`src/rtl/edge_event_sched_pkg.sv`:
```
// ----------------------------------------------------------------------------
// edge_event_sched_pkg : shared types and round-robin pick helper | Rev 1.0
// ----------------------------------------------------------------------------
`default_nettype none

package edge_event_sched_pkg;

  // Lines are indexed with c_IDX_W bits, so N_LINES may not exceed c_MAX_LINES.
  localparam int c_MAX_LINES = 32;
  localparam int c_IDX_W     = 5;

  typedef enum logic [1:0] {
    IDLE = 2'd0,
    LOAD = 2'd1,
    HOLD = 2'd2
  } state_e;

  typedef struct packed {
    logic [c_IDX_W-1:0] line;
    logic               fall;
  } evt_t;

  function automatic logic [c_IDX_W-1:0] rr_pick(input logic [c_MAX_LINES-1:0] pending,
                                                 input logic [c_IDX_W-1:0]     ptr,
                                                 input int unsigned            n);
    logic [c_IDX_W-1:0] pick;
    logic               found;
    int unsigned        j;
    pick  = '0;
    found = 1'b0;
    for (int unsigned k = 0; k < c_MAX_LINES; k++) begin
      if (k < n) begin
        j = (32'(ptr) + k) % n;
        if (!found && pending[j]) begin
          pick  = c_IDX_W'(j);
          found = 1'b1;
        end
      end
    end
    return pick;
  endfunction

endpackage

`default_nettype wire

```
`src/rtl/edge_event_rr_arb.sv`:
```
// ----------------------------------------------------------------------------
// edge_event_rr_arb : N-way round-robin arbiter (lowest index >= ptr, wrapping) | Rev 1.0
// ----------------------------------------------------------------------------
`default_nettype none

module edge_event_rr_arb
  import edge_event_sched_pkg::*;
#(
  parameter int N_LINES = 4
) (
  input  logic [N_LINES-1:0] i_req,
  input  logic [c_IDX_W-1:0] i_ptr,
  output logic [N_LINES-1:0] o_gnt,
  output logic [c_IDX_W-1:0] o_idx
);

  logic [c_MAX_LINES-1:0] w_req_ext;

  assign w_req_ext = c_MAX_LINES'(i_req);
  assign o_idx     = rr_pick(w_req_ext, i_ptr, N_LINES);
  assign o_gnt     = (|i_req) ? (N_LINES'(1) << o_idx) : '0;

endmodule

`default_nettype wire

```
`src/rtl/edge_event_sched.sv`:
```
// ----------------------------------------------------------------------------
// edge_event_sched : rise/fall edge detector with per-line pending queue and
// round-robin valid/ready delivery. Assertions enabled by EDGE_EVENT_SCHED_SVA_EN. | Rev 1.0
// ----------------------------------------------------------------------------
`default_nettype none

module edge_event_sched
  import edge_event_sched_pkg::*;
#(
  parameter  int N_LINES = 4,
  parameter  int CNT_W   = 8,
  localparam int LINE_W  = (N_LINES > 1) ? $clog2(N_LINES) : 1
) (
  input  logic               clk,
  input  logic               rst_n,
  input  logic               enable,
  input  logic [N_LINES-1:0] sig_i,
  output logic               evt_valid,
  input  logic               evt_ready,
  output logic [LINE_W-1:0]  evt_line,
  output logic               evt_fall,
  output logic [N_LINES-1:0] pend_o,
  output logic [N_LINES-1:0] ovf_o,
  output logic [CNT_W-1:0]   drop_cnt,
  input  logic               clr_ovf
);

  state_e             r_state, w_state_nxt;
  evt_t               r_evt, w_sel;
  logic               r_armed;
  logic [N_LINES-1:0] r_prev, r_pr, r_pf, r_age, r_ovf;
  logic [CNT_W-1:0]   r_cnt, w_cnt_nxt;
  logic [c_IDX_W-1:0] r_rr_ptr, w_idx, w_ptr_nxt;
  logic [N_LINES-1:0] w_rise, w_fall, w_clr_r, w_clr_f, w_pr_keep, w_pf_keep;
  logic [N_LINES-1:0] w_drop, w_new_r, w_new_f, w_pr_nxt, w_pf_nxt, w_age_nxt;
  logic [N_LINES-1:0] w_pend, w_gnt, w_fall_pick;
  logic [CNT_W:0]     w_pop, w_sum;
  logic               w_xfer, w_load, w_unused_line;

  assign w_rise = (r_armed && enable) ? (sig_i & ~r_prev) : '0;
  assign w_fall = (r_armed && enable) ? (~sig_i & r_prev) : '0;
  assign w_xfer = (r_state == HOLD) && evt_ready;

  always_comb begin
    w_clr_r = '0;
    w_clr_f = '0;
    for (int i = 0; i < N_LINES; i++) begin
      w_clr_r[i] = w_xfer && !r_evt.fall && (r_evt.line == c_IDX_W'(i));
      w_clr_f[i] = w_xfer &&  r_evt.fall && (r_evt.line == c_IDX_W'(i));
    end
  end

  // A same-cycle clear frees the flag, so a coincident edge becomes the new event.
  assign w_pr_keep = r_pr & ~w_clr_r;
  assign w_pf_keep = r_pf & ~w_clr_f;
  assign w_drop    = (w_rise & w_pr_keep) | (w_fall & w_pf_keep);
  assign w_new_r   = w_rise & ~w_pr_keep;
  assign w_new_f   = w_fall & ~w_pf_keep;
  assign w_pr_nxt  = w_pr_keep | w_rise;
  assign w_pf_nxt  = w_pf_keep | w_fall;

  always_comb begin
    w_age_nxt = r_age;
    for (int i = 0; i < N_LINES; i++) begin
      if (w_new_r[i] && w_pf_keep[i])      w_age_nxt[i] = 1'b1;
      else if (w_new_f[i] && w_pr_keep[i]) w_age_nxt[i] = 1'b0;
    end
  end

  assign w_pend      = r_pr | r_pf;
  assign w_fall_pick = r_pf & (~r_pr | r_age);

  edge_event_rr_arb #(.N_LINES(N_LINES)) u_arb (
    .i_req (w_pend),
    .i_ptr (r_rr_ptr),
    .o_gnt (w_gnt),
    .o_idx (w_idx)
  );

  assign w_sel.line = w_idx;
  assign w_sel.fall = |(w_gnt & w_fall_pick);
  assign w_ptr_nxt  = (w_idx == c_IDX_W'(N_LINES - 1)) ? '0 : (w_idx + c_IDX_W'(1));

  always_comb begin
    w_state_nxt = r_state;
    w_load      = 1'b0;
    case (r_state)
      IDLE, LOAD: begin
        if (|w_pend) begin
          w_state_nxt = HOLD;
          w_load      = 1'b1;
        end else begin
          w_state_nxt = IDLE;
        end
      end
      HOLD: begin
        if (evt_ready) w_state_nxt = (|(w_pr_nxt | w_pf_nxt)) ? LOAD : IDLE;
      end
      default: w_state_nxt = IDLE;
    endcase
  end

  always_comb begin
    w_pop = '0;
    for (int i = 0; i < N_LINES; i++) w_pop = w_pop + {{CNT_W{1'b0}}, w_drop[i]};
  end

  // Clear and new drops in the same cycle: the drop is still counted.
  assign w_sum     = (clr_ovf ? '0 : {1'b0, r_cnt}) + w_pop;
  assign w_cnt_nxt = w_sum[CNT_W] ? '1 : w_sum[CNT_W-1:0];

  always_ff @(posedge clk or negedge rst_n) begin
    if (!rst_n) begin
      r_state  <= IDLE;
      r_evt    <= '0;
      r_armed  <= 1'b0;
      r_prev   <= '0;
      r_pr     <= '0;
      r_pf     <= '0;
      r_age    <= '0;
      r_ovf    <= '0;
      r_cnt    <= '0;
      r_rr_ptr <= '0;
    end else begin
      r_state <= w_state_nxt;
      r_armed <= 1'b1;
      r_prev  <= sig_i;
      r_pr    <= w_pr_nxt;
      r_pf    <= w_pf_nxt;
      r_age   <= w_age_nxt;
      r_ovf   <= (clr_ovf ? '0 : r_ovf) | w_drop;
      r_cnt   <= w_cnt_nxt;
      if (w_load) begin
        r_evt    <= w_sel;
        r_rr_ptr <= w_ptr_nxt;
      end
    end
  end

  assign evt_valid     = (r_state == HOLD);
  assign evt_line      = r_evt.line[LINE_W-1:0];
  assign evt_fall      = r_evt.fall;
  assign pend_o        = w_pend;
  assign ovf_o         = r_ovf;
  assign drop_cnt      = r_cnt;
  assign w_unused_line = &{1'b0, r_evt.line};

`ifdef EDGE_EVENT_SCHED_SVA_EN
  logic [N_LINES-1:0] r_fell_seen;

  always_ff @(posedge clk or negedge rst_n) begin
    if (!rst_n) r_fell_seen <= '0;
    else        r_fell_seen <= r_fell_seen | w_fall;
  end

  
  

  
  
  

  for (genvar gi = 0; gi < N_LINES; gi++) begin : g_sva_rise
    
  end
`endif

endmodule

`default_nettype wire

```
`config.mk`:
```
export PLATFORM = sky130hd
export DESIGN_NAME = edge_event_sched
export DESIGN_NICKNAME = d
export VERILOG_FILES = /design/src/rtl/edge_event_sched_pkg.sv /design/src/rtl/edge_event_rr_arb.sv /design/src/rtl/edge_event_sched.sv
export SDC_FILE = /design/constraint.sdc
export NUM_CORES = 1
export LEC_CHECK = 0
export BUFFER_PORTS_ARGS = -buffer_cell sky130_fd_sc_hd__buf_2
export CORE_MARGIN = 4
export CORE_UTILIZATION = 58
export DETAILED_ROUTE_END_ITERATION = 8
export GPL_TIMING_DRIVEN = 0
export PLACE_DENSITY = 0.89
export SKIP_CTS_REPAIR_TIMING = 1
export SLEW_MARGIN = 10
export SYNTH_ARGS = -nofsm -noshare
export SYNTH_HDL_FRONTEND = slang
export SYNTH_HIERARCHICAL = 1
export SYNTH_SLANG_ARGS = --single-unit
```
`constraint.sdc`:
```
create_clock -name clk -period 4.7 [get_ports clk]
set_input_delay 0.47 -clock clk [delete_from_list [all_inputs] [get_ports clk]]
set_output_delay 0.47 -clock clk [all_outputs]
set_load 0.01 [all_outputs]
```
==> flow_summary.ini <==
[critical_path]
worstSetupEndpointType = register
path_class = reg -> reg
critPathRequiredTime_ns = 4.92
r2r_setup_slack_ns = 0.80
crit_slowest_cell = or4b_1
arrival_ns = 4.12
slowest_delay_ns = 0.52
rr_endpoint = drop_cnt[1]$_DFF_PN0_
cp-start-kind = register
worstPathCellList = or4b_1, clkbuf_1, o31ai_1, nor3_1, o21ai_0, fa_1, fa_1, inv_1, fa_1, and3_1, nand3_1, nand2b_1
r2r-start = r_evt[4]$_DFFE_PN0P_
worstPathMaxFanout = 7
rr_worst_depth = 12
cp_common_cell = fa_1

[drt]
wire_per_inst_um = 15.05
via_per_inst = 5.840
drt-total-wl_um = 4981
first_pass_iters = 4
num_vias = 1933
initialDrtViolationCount = 107
drtAntennaViolNets = 0
drc_errors = 0

[finish]
nets = 296
diodes = 0
drive_above_1_share_pct = 21.20
syn2layout_area_growth_pct = 14.26

[synthesis]
ys_warn_count = 6
syn_inst = 245
synth.avg_cell_area_um2 = 9.310
synth_area_um2 = 2281

[cts]
root_buffer = clkbuf_8
clk_pin_slew_ns = 0.08
numCtsBuffers = 5
clock_latency_ns = 0.30
cts_tree = yes
cts_sinks = 39
cts_max_path_buffers = 2
h-tree-depth = 2

[place]
gp_congestion = 0.8834
io_buffers = 28
dp_hpwl_um = 3644

[timing]
relSlewSlack_pct = 38.53
fmax_ghz = 0.2566
drv_slew = 0
whs_ns = 0.2794
timing.final.crit_share_pct = 82.92
fin_crit_ns = 3.897
rsz0062_at_grt = false
setup_viol = 0
hold_viol_final = 0
finalClockSkew_ns = 0.007658
fin_setup_tns_ns = 0
tightest_slew_ns = 0.9101

[die]
coreArea_um2 = 3744
initial_utilization_pct = 60.93
die_area_um2 = 5000
chipHeight_um = 70.71
io_pins = 29
die_x_um = 70.71
rows = 22

[grt]
grt_pass1_vias = 1904
antenna_found_initial = 0
track_usage_pct = 21.65
grt_first_pass_wirelength_um = 8694
grt_max_degree = 40
grt_overflow = 0

[power_and_ir_drop]
power_leakage_nw = 1.202
irDropWorstVdd_mv = 0.2838
p_per_area_nw_per_um2 = 419.1

[hold_path]
hold_class = in -> async

[run]
maxCapViolCount = 0

[outcome]
outcome = complete, no violations
-- critical path: cells and delay by family (launching register included) --
| kind | cells | cell delay (ns) |
|---|---|---|
| simple gates | 5 | 1.21 |
| flops | 1 | 0.40 |
| buf+inv | 2 | 0.26 |
| compound gates | 2 | 0.80 |
| fa+ha+maj | 3 | 1.16 |
-- worst max-delay path by stage --
stage | startpoint | end | slack, ns | cells after the start
6_report | r_evt[4]$_DFFE_PN0P_ | drop_cnt[1]$_DFF_PN0_ | 0.80 | 12
5_1_grt | r_evt[4]$_DFFE_PN0P_ | drop_cnt[3]$_DFF_PN0_ | 0.51 | 12
4_1_cts | r_evt[4]$_DFFE_PN0P_ | drop_cnt[3]$_DFF_PN0_ | 0.78 | 12
3_5_place_dp | r_evt[4]$_DFFE_PN0P_ | drop_cnt[3]$_DFF_PN0_ | 0.85 | 12
3_3_place_gp | r_evt[4]$_DFFE_PN0P_ | drop_cnt[3]$_DFF_PN0_ | 0.88 | 12
2_1_floorplan | evt_line[0]$_DFFE_PN0P_ | drop_cnt[3]$_DFF_PN0_ | 1.21 | 12
-- routing by layer --
metal / GRT usage, % / vias up / wire, um
met5: 0 / - / 0
met4: 9.186 / 0 / 85
met3: 5.114 / 9 / 211
met2: 33.88 / 49 / 2420
met1: 28.89 / 945 / 2264
li1: - / 930 / -
-- layout make-up --
class,instances,area [um^2]
Multi-Input combinational cell,172,1140
Fill cell,298,1137
Sequential cell,39,975.9
Timing Repair Buffer,28,140.1
Buffer,15,93.84
Clock buffer,6,82.58
Inverter,21,78.83
Tap cell,48,60.06
Clock inverter,2,35.03
-- state kept, by name, indices dropped and copies added (netlist names) --
| signal | count |
|---|---|
| drop_cnt | 8 |
| r_pr | 4 |
| r_armed | 1 |
| r_rr_ptr | 2 |
| r_pf | 4 |
| r_age | 4 |
| evt_fall | 1 |
| r_prev | 4 |
| r_evt | 3 |
| r_state | 2 |
| evt_line | 2 |
| ovf_o | 4 |
-- per-stage QoR --
stage          instances  power [W]  setup WS [ns]  cell area [um^2]  util [%]
2_1_floorplan        247  0.0007012          1.211              2288         -
3_3_place_gp         323  0.0007878         0.8795              2489     66.48
3_5_place_dp         323  0.0008049         0.8475              2489     66.48
4_1_cts              331   0.001095         0.7829              2606     69.62
5_1_grt              331   0.001160         0.5072              2606     69.62
6_report             331   0.001092         0.8029              2606     69.62
-- layout by cell type, fill, tap and decap left out, types with 3 or more instances in the layout --
cell	n
dfrtp_1	39
nor2_1	15
buf_4	5
clkbuf_1	5
o21a_1	3
a31oi_1	3
nand2_1	20
and3b_1	4
conb_1	4
a21oi_1	15
nand3_1	6
o21ai_0	24
o31ai_1	3
nand2b_1	7
nor2b_1	7
buf_2	29
nor3_1	3
fa_1	3
inv_1	21
mux2_2	4
clkbuf_8	6
and2_1	3
o211ai_1	3
-- where the power goes --
group | total, W | switching, W | internal [W] | leakage [nW]
Sequential | 0.000449 | 0.0000573 | 0.000391 | 0.467
Combinational | 0.000354 | 0.000185 | 0.000169 | 0.674
Clock | 0.000290 | 0.000118 | 0.000172 | 0.0612
Total | 0.00109 | 0.000361 | 0.000732 | 1.20
Power figures use the tool's default switching activity.
